## config.mk

```make
export PLATFORM = sky130hd
export DESIGN_NAME = dmem_access_ctrl
export DESIGN_NICKNAME = d
export VERILOG_FILES = /design/src/rtl/dmem_access_ctrl_pkg.sv /design/src/rtl/dmem_access_ctrl_lane_align.sv /design/src/rtl/dmem_access_ctrl.sv
export SDC_FILE = /design/constraint.sdc
export NUM_CORES = 1
export LEC_CHECK = 0
export ABC_CLOCK_PERIOD_IN_PS = 10200
export CAP_MARGIN = 10
export CORE_MARGIN = 3
export CORE_UTILIZATION = 45
export DETAILED_ROUTE_END_ITERATION = 16
export GPL_TIMING_DRIVEN = 0
export HOLD_SLACK_MARGIN = 0.03
export PLACE_DENSITY_LB_ADDON = 0.12
export REMOVE_ABC_BUFFERS = 1
export SLEW_MARGIN = 20
export SYNTH_ARGS = -nofsm -noshare
export SYNTH_HDL_FRONTEND = slang
export SYNTH_SLANG_ARGS = --single-unit
```

## constraint.sdc

```tcl
create_clock -name i_clk -period 10.2 [get_ports i_clk]
set_clock_uncertainty 0.1 [all_clocks]
set_input_delay 2.04 -clock i_clk [delete_from_list [all_inputs] [get_ports i_clk]]
set_output_delay 2.04 -clock i_clk [all_outputs]
set_load 0.005 [all_outputs]
```

## src/rtl/dmem_access_ctrl_pkg.sv

```systemverilog
// Shared definitions for the data-memory access controller: op codes, FSM states
// and small decode helpers used by the controller and its lane aligner.
package dmem_access_ctrl_pkg;

  localparam int unsigned DM_DATA_W = 32;
  localparam int unsigned DM_ADDR_W = 32;

  localparam logic [2:0] DM_LB  = 3'd0;
  localparam logic [2:0] DM_LH  = 3'd1;
  localparam logic [2:0] DM_LW  = 3'd2;
  localparam logic [2:0] DM_LBU = 3'd3;
  localparam logic [2:0] DM_LHU = 3'd4;
  localparam logic [2:0] DM_SB  = 3'd5;
  localparam logic [2:0] DM_SH  = 3'd6;
  localparam logic [2:0] DM_SW  = 3'd7;

  typedef enum logic [2:0] {
    ST_IDLE = 3'd0,
    ST_RD   = 3'd1,
    ST_CAP  = 3'd2,
    ST_WR   = 3'd3,
    ST_RESP = 3'd4
  } dm_state_e;

  function automatic logic dm_is_load(input logic [2:0] op);
    return (op == DM_LB) || (op == DM_LH) || (op == DM_LW) ||
           (op == DM_LBU) || (op == DM_LHU);
  endfunction

  function automatic logic dm_is_misaligned(input logic [2:0] op, input logic [1:0] off);
    logic w_bad;
    w_bad = 1'b0;
    case (op)
      DM_LH, DM_LHU, DM_SH: w_bad = off[0];
      DM_LW, DM_SW:         w_bad = (off != 2'b00);
      default:              w_bad = 1'b0;
    endcase
    return w_bad;
  endfunction

endpackage

```

## src/rtl/dmem_access_ctrl_lane_align.sv

```systemverilog
// Big-endian lane handling: byte offset 0 is bits [31:24]. Extracts/extends load
// lanes and merges sub-word store data into a previously read word.
module dmem_access_ctrl_lane_align
  import dmem_access_ctrl_pkg::*;
(
  input  logic [31:0] i_word,
  input  logic [1:0]  i_off,
  input  logic [2:0]  i_op,
  input  logic [15:0] i_wdata,
  output logic [31:0] o_load_data,
  output logic [31:0] o_store_word
);

  logic [7:0]  w_byte;
  logic [15:0] w_half;

  always_comb begin
    w_byte = 8'h00;
    case (i_off)
      2'd0:    w_byte = i_word[31:24];
      2'd1:    w_byte = i_word[23:16];
      2'd2:    w_byte = i_word[15:8];
      default: w_byte = i_word[7:0];
    endcase
    w_half = i_off[1] ? i_word[15:0] : i_word[31:16];
  end

  always_comb begin
    o_load_data = 32'h0000_0000;
    case (i_op)
      DM_LB:   o_load_data = {{24{w_byte[7]}}, w_byte};
      DM_LBU:  o_load_data = {24'h00_0000, w_byte};
      DM_LH:   o_load_data = {{16{w_half[15]}}, w_half};
      DM_LHU:  o_load_data = {16'h0000, w_half};
      DM_LW:   o_load_data = i_word;
      default: o_load_data = 32'h0000_0000;
    endcase
  end

  // Only the addressed lane changes; the rest of the word is written back as read.
  always_comb begin
    o_store_word = i_word;
    if (i_op == DM_SB) begin
      case (i_off)
        2'd0:    o_store_word[31:24] = i_wdata[7:0];
        2'd1:    o_store_word[23:16] = i_wdata[7:0];
        2'd2:    o_store_word[15:8]  = i_wdata[7:0];
        default: o_store_word[7:0]   = i_wdata[7:0];
      endcase
    end else if (i_op == DM_SH) begin
      if (i_off[1]) o_store_word[15:0]  = i_wdata;
      else          o_store_word[31:16] = i_wdata;
    end
  end

endmodule

```

## src/rtl/dmem_access_ctrl.sv

```systemverilog
// Load/store controller between the MEM stage and the syncram data memory.
// Word-aligns addresses, extends loads, and performs read-modify-write for SB/SH.
module dmem_access_ctrl
  import dmem_access_ctrl_pkg::*;
(
  input  logic        i_clk,
  input  logic        i_rst,
  input  logic        i_req_valid,
  output logic        o_req_ready,
  input  logic [2:0]  i_req_op,
  input  logic [31:0] i_req_addr,
  input  logic [31:0] i_req_wdata,
  output logic        o_resp_valid,
  output logic [31:0] o_resp_rdata,
  output logic        o_resp_err,
  output logic        o_mem_cs,
  output logic        o_mem_oe,
  output logic        o_mem_we,
  output logic [31:0] o_mem_addr,
  output logic [31:0] o_mem_din,
  input  logic [31:0] i_mem_dout
);

  dm_state_e   r_state;
  dm_state_e   w_state_nxt;

  logic [2:0]  r_op;
  logic [1:0]  r_off;
  logic [15:0] r_wdata;
  logic        r_ready;
  logic        r_resp_valid;
  logic [31:0] r_rdata;
  logic        r_err;
  logic        r_cs;
  logic        r_oe;
  logic        r_we;
  logic [31:0] r_mem_addr;
  logic [31:0] r_mem_din;

  logic        w_accept;
  logic        w_misaligned;
  logic [31:0] w_load_data;
  logic [31:0] w_store_word;
  logic [31:0] w_rdata_nxt;
  logic        w_err_nxt;

  assign w_accept     = i_req_valid && (r_state == ST_IDLE);
  assign w_misaligned = dm_is_misaligned(i_req_op, i_req_addr[1:0]);

  dmem_access_ctrl_lane_align u_lane_align (
    .i_word       (i_mem_dout),
    .i_off        (r_off),
    .i_op         (r_op),
    .i_wdata      (r_wdata),
    .o_load_data  (w_load_data),
    .o_store_word (w_store_word)
  );

  always_ff @(posedge i_clk or posedge i_rst) begin
    if (i_rst) r_state <= ST_IDLE;
    else       r_state <= w_state_nxt;
  end

  always_comb begin
    w_state_nxt = r_state;
    w_rdata_nxt = r_rdata;
    w_err_nxt   = r_err;
    case (r_state)
      ST_IDLE: begin
        if (w_accept) begin
          if (w_misaligned) begin
            w_state_nxt = ST_RESP;
            w_rdata_nxt = 32'h0000_0000;
            w_err_nxt   = 1'b1;
          end else if (i_req_op == DM_SW) begin
            w_state_nxt = ST_WR;
          end else begin
            w_state_nxt = ST_RD;
          end
        end
      end
      ST_RD:  w_state_nxt = ST_CAP;
      ST_CAP: begin
        if (dm_is_load(r_op)) begin
          w_state_nxt = ST_RESP;
          w_rdata_nxt = w_load_data;
          w_err_nxt   = 1'b0;
        end else begin
          w_state_nxt = ST_WR;
        end
      end
      ST_WR: begin
        w_state_nxt = ST_RESP;
        w_rdata_nxt = 32'h0000_0000;
        w_err_nxt   = 1'b0;
      end
      ST_RESP: w_state_nxt = ST_IDLE;
      default: w_state_nxt = ST_IDLE;
    endcase
  end

  // Outputs are registered from the next state so each strobe is high for exactly
  // the cycle spent in RD or WR, and drops asynchronously on reset.
  always_ff @(posedge i_clk or posedge i_rst) begin
    if (i_rst) begin
      r_ready      <= 1'b1;
      r_resp_valid <= 1'b0;
      r_rdata      <= 32'h0000_0000;
      r_err        <= 1'b0;
      r_cs         <= 1'b0;
      r_oe         <= 1'b0;
      r_we         <= 1'b0;
      r_mem_addr   <= 32'h0000_0000;
      r_mem_din    <= 32'h0000_0000;
      r_op         <= DM_LB;
      r_off        <= 2'b00;
      r_wdata      <= 16'h0000;
    end else begin
      r_ready      <= (w_state_nxt == ST_IDLE);
      r_resp_valid <= (w_state_nxt == ST_RESP);
      r_cs         <= (w_state_nxt == ST_RD) || (w_state_nxt == ST_WR);
      r_oe         <= (w_state_nxt == ST_RD);
      r_we         <= (w_state_nxt == ST_WR);
      r_rdata      <= w_rdata_nxt;
      r_err        <= w_err_nxt;
      if (w_accept) begin
        r_op       <= i_req_op;
        r_off      <= i_req_addr[1:0];
        r_wdata    <= i_req_wdata[15:0];
        r_mem_addr <= {i_req_addr[31:2], 2'b00};
        if ((i_req_op == DM_SW) && !w_misaligned) r_mem_din <= i_req_wdata;
      end
      if ((r_state == ST_CAP) && !dm_is_load(r_op)) r_mem_din <= w_store_word;
    end
  end

  assign o_req_ready  = r_ready;
  assign o_resp_valid = r_resp_valid;
  assign o_resp_rdata = r_rdata;
  assign o_resp_err   = r_err;
  assign o_mem_cs     = r_cs;
  assign o_mem_oe     = r_oe;
  assign o_mem_we     = r_we;
  assign o_mem_addr   = r_mem_addr;
  assign o_mem_din    = r_mem_din;

endmodule
```

==> results by group <==
Global routing
  – Pin count of the biggest net entering global routing: 82
  – Number of antenna violations at the first check in global routing: 1
  – Via count of the first global-routing pass: 6115
  – Global-route congestion overflow total: 0
  – Overall global routing resource usage: 25.9%
  – Wire length of the first global-routing pass: 32600 um

Drt
  – Via count of the routed design: 5941
  – Starting DRC count in detailed routing: 479
  – Remaining antenna violation count: 0
  – DRT Pass-1 Iters: 6
  – Detail-routed net length per standard cell: 21.5 um
  – Detailed-route DRC error count: 0
  – DRT Wirelength: 20900 um
  – Via density per instance: 6.13

Clock network
  – Number of CTS-inserted buffers: 17
  – Total number of clock tree sinks: 124
  – Clock slew at the register clock pins of the worst setup and hold paths: 50 ps
  – Clock latency of the later-clocked register in the worst-skew pair: 410 ps
  – Number of levels in the clock H-tree: 4
  – Hold buffer count at CTS: 0
  – # resized after CTS: 0
  – Setup Buffers After CTS: 0
  – TritonCTS clock tree: yes
  – Root cell of the clock tree: sky130_fd_sc_hd__clkbuf_16
  – Worst-case clock buffer depth: 2

Cells and area
  – Area delta synth->final: 40.9%
  – Layout cell share with drive strength beyond 1: 15.0%
  – Fillers: 1154
  – N_diodes: 0
  – Fin nets: 880

Setup path
  – Critical path data arrival time: 4430 ps
  – Class of the most critical setup path: input pin to register
  – Type of origin of the critical path: input pin
  – Category of the worst setup path capture point: register
  – Top fanout value on the critical path: 19
  – Required time of the worst setup path: 10380 ps

Logic synthesis
  – Average size of a mapped cell: 11.1 um2
  – Number of cells produced by synthesis: 593
  – Share of synthesized flip-flops with an asynchronous set or reset: 100%
  – Seq/Total Area, Yosys: 47.2%
  – Number of enable flip-flop cells after synthesis: 0
  – Yosys warns: 0
  – Most used DFF post-synth: sky130_fd_sc_hd__dfrtp_1
  – Synthesis-stage register bit count: 124
  – Cell area after synthesis: 0.00658 mm2
  – Count of distinct cell types in the synthesized netlist: 62

Power and ir drop
  – Peak supply drop: 189 uV
  – Power Density: 307 mW/mm2
  – Leakage power figure: 3.62 nW

Run status
  – Result of the run: complete, no violations

Flow run
  – Max-cap check violation count: 0

Placed design
  – Buffers on Ports: 201
  – Half-perimeter wire length of the detailed placement result: 14900 um
  – Weighted congestion at the end of routability-driven global placement: 0.867

Floorplanning
  – Number of primary I/O pins: 204
  – Std-Cell Rows: 43
  – Die ar.: 0.0161 mm2
  – Chip height: 127 um
  – CORE AREA: 0.0141 mm2
  – Die outline width: 127 um
  – Starting density of the core: 46.7%

STA
  – Final count of hold timing violations: 0
  – Max Transition Viols Final: 0
  – Transition at the pin with the smallest max-transition slack: 1110 ps
  – Final sum of negative setup slack: 0 ps
  – Post-layout min period: 4260 ps
  – Headroom to the max-slew limit: 25.7%
  – Total setup violations reported at the end of the flow: 0
  – Final cycle utilization of the critical path: 41.7%
  – Final-layout worst hold slack: 403 ps
  – Unrepaired setup endpoints after global routing: no
  – Highest attainable clock frequency: 235 MHz

Hold path
  – Type of the worst min-delay path: register to register
==> area by class of cell <==
class	instances	area [um2]	share of cell area [%]
Clock buffer	22	464	5.01
Multi-Input combinational cell	410	3160	34.0
Clock inverter	8	118	1.27
Timing Repair Buffer	212	2150	23.2
Sequential cell	124	3100	33.5
Tap cell	180	225	2.43
Inverter	13	53.8	0.580
==> cells by family after synthesis <==
logic type	share of synthesized area, %
buffers and inverters	5.02
XOR/XNOR	0.514
AND/OR/NAND/NOR	16.0
AO/OA/AOI/OAI	17.2
flip-flops	47.2
other	0.0570
multiplexers	14.0
==> layer usage <==
metal	GRT usage [%]	share of wire, %	vias up
li1	-	-	2621
met2	41.4	48	290
met3	7.24	7.9	53
met4	11.3	3.3	2
met5	0	0.058	-
met1	33.0	41	2975
==> cell usage in the layout, fill, tap and decap left out, drive strengths merged, types with 2 or more instances in the layout <==
cell and instances:
a21o 2, nor2 23, a211oi 17, bufinv 3
or3b 2, clkdlybuf4s50 201, o211ai 39, o22a 2
nand2 67, mux2i 19, and3 8, o221ai 40
and2 2, mux2 49, a31oi 2, nor4b 5
nand3 42, nand3b 3, a221oi 14, o311ai 2
a21oi 5, conb 2, inv 13, a211o 2
mux4 8, nor3b 2, xnor2 2, nor3 2
clkinv 4, nand2b 27, dfrtp 123, clkbuf 22
buf 11, o21ai 7
==> metrics by stage <==
| step | setup slack, ps | total power [W] | std cells | util [%] | area (um2) |
|---|---|---|---|---|---|
| floorplan | 4480 | 0.00158 | 547 | - | 6300 |
| global placement | 2090 | 0.00217 | 928 | 60.6 | 8540 |
| detailed placement | 5510 | 0.00224 | 939 | 61.6 | 8680 |
| CTS | 5930 | 0.00286 | 969 | 65.7 | 9270 |
| global route | 5770 | 0.00301 | 969 | 65.8 | 9270 |
| finish | 5940 | 0.00284 | 969 | 65.8 | 9270 |
==> critical path, stage by stage <==
cell                              delay (ps)
sky130_fd_sc_hd__clkdlybuf4s50_1         490
sky130_fd_sc_hd__nor4b_4                 490
sky130_fd_sc_hd__buf_6                   240
sky130_fd_sc_hd__nand3b_1                550
sky130_fd_sc_hd__buf_6                   400
sky130_fd_sc_hd__nand3_1                 100
sky130_fd_sc_hd__o211ai_1                110
==> synthesized netlist by cell type (4+ instances only) <==
library cell | n | area (um2)
sky130_fd_sc_hd__dfrtp_1 | 123 | 3080
sky130_fd_sc_hd__nand2_1 | 67 | 251
sky130_fd_sc_hd__mux2_2 | 49 | 552
sky130_fd_sc_hd__nand3_1 | 42 | 210
sky130_fd_sc_hd__o221ai_1 | 40 | 350
sky130_fd_sc_hd__o211ai_1 | 39 | 293
sky130_fd_sc_hd__nand2b_1 | 27 | 169
sky130_fd_sc_hd__nor2_1 | 21 | 78.8
sky130_fd_sc_hd__mux2i_1 | 19 | 190
sky130_fd_sc_hd__buf_2 | 18 | 90.1
sky130_fd_sc_hd__a211oi_1 | 17 | 128
sky130_fd_sc_hd__a221oi_1 | 14 | 123
sky130_fd_sc_hd__inv_1 | 13 | 48.8
sky130_fd_sc_hd__clkbuf_1 | 12 | 45.0
sky130_fd_sc_hd__buf_4 | 10 | 75.1
sky130_fd_sc_hd__and3_1 | 8 | 50.1
sky130_fd_sc_hd__mux4_2 | 8 | 180
sky130_fd_sc_hd__buf_6 | 6 | 67.6
sky130_fd_sc_hd__nor4b_4 | 4 | 95.1
sky130_fd_sc_hd__o21ai_0 | 4 | 20.0
==> sequential cells by signal (all words and copies together), names as in the netlist <==
name,flops
o_mem_din,32
o_resp_rdata,32
o_mem_addr,30
r_wdata,16
r_op,3
r_state,3
r_off,2
o_mem_cs,1
o_mem_oe,1
o_mem_we,1
o_req_ready,1
o_resp_err,1
o_resp_valid,1
==> where the power goes <==
part           switching, W  internal [W]  total, W
combinational      0.000532      0.000738   0.00127
clock              0.000210      0.000392  0.000602
sequential         0.000243      0.000729  0.000972
==> path summary, 6_finish.rpt <==
kind | startpoint | endpoint | slack, ps | cells past startpoint
max in group asynchronous | i_rst | o_mem_din[30]$_DFFE_PP0P_ | 7320 | 3
min in group asynchronous | i_rst | o_mem_addr[22]$_DFFE_PP0N_ | 1930 | 2
max | i_req_valid | o_mem_din[10]$_DFFE_PP0P_ | 5940 | 7
max reg2reg | r_state[1]$_DFF_PP0_ | o_mem_din[10]$_DFFE_PP0P_ | 7210 | 6
min reg2reg | o_mem_addr[22]$_DFFE_PP0N_ | o_mem_addr[22]$_DFFE_PP0N_ | 400 | 1
min | o_mem_addr[22]$_DFFE_PP0N_ | o_mem_addr[22]$_DFFE_PP0N_ | 400 | 1
(Power assumes the default switching activity.)
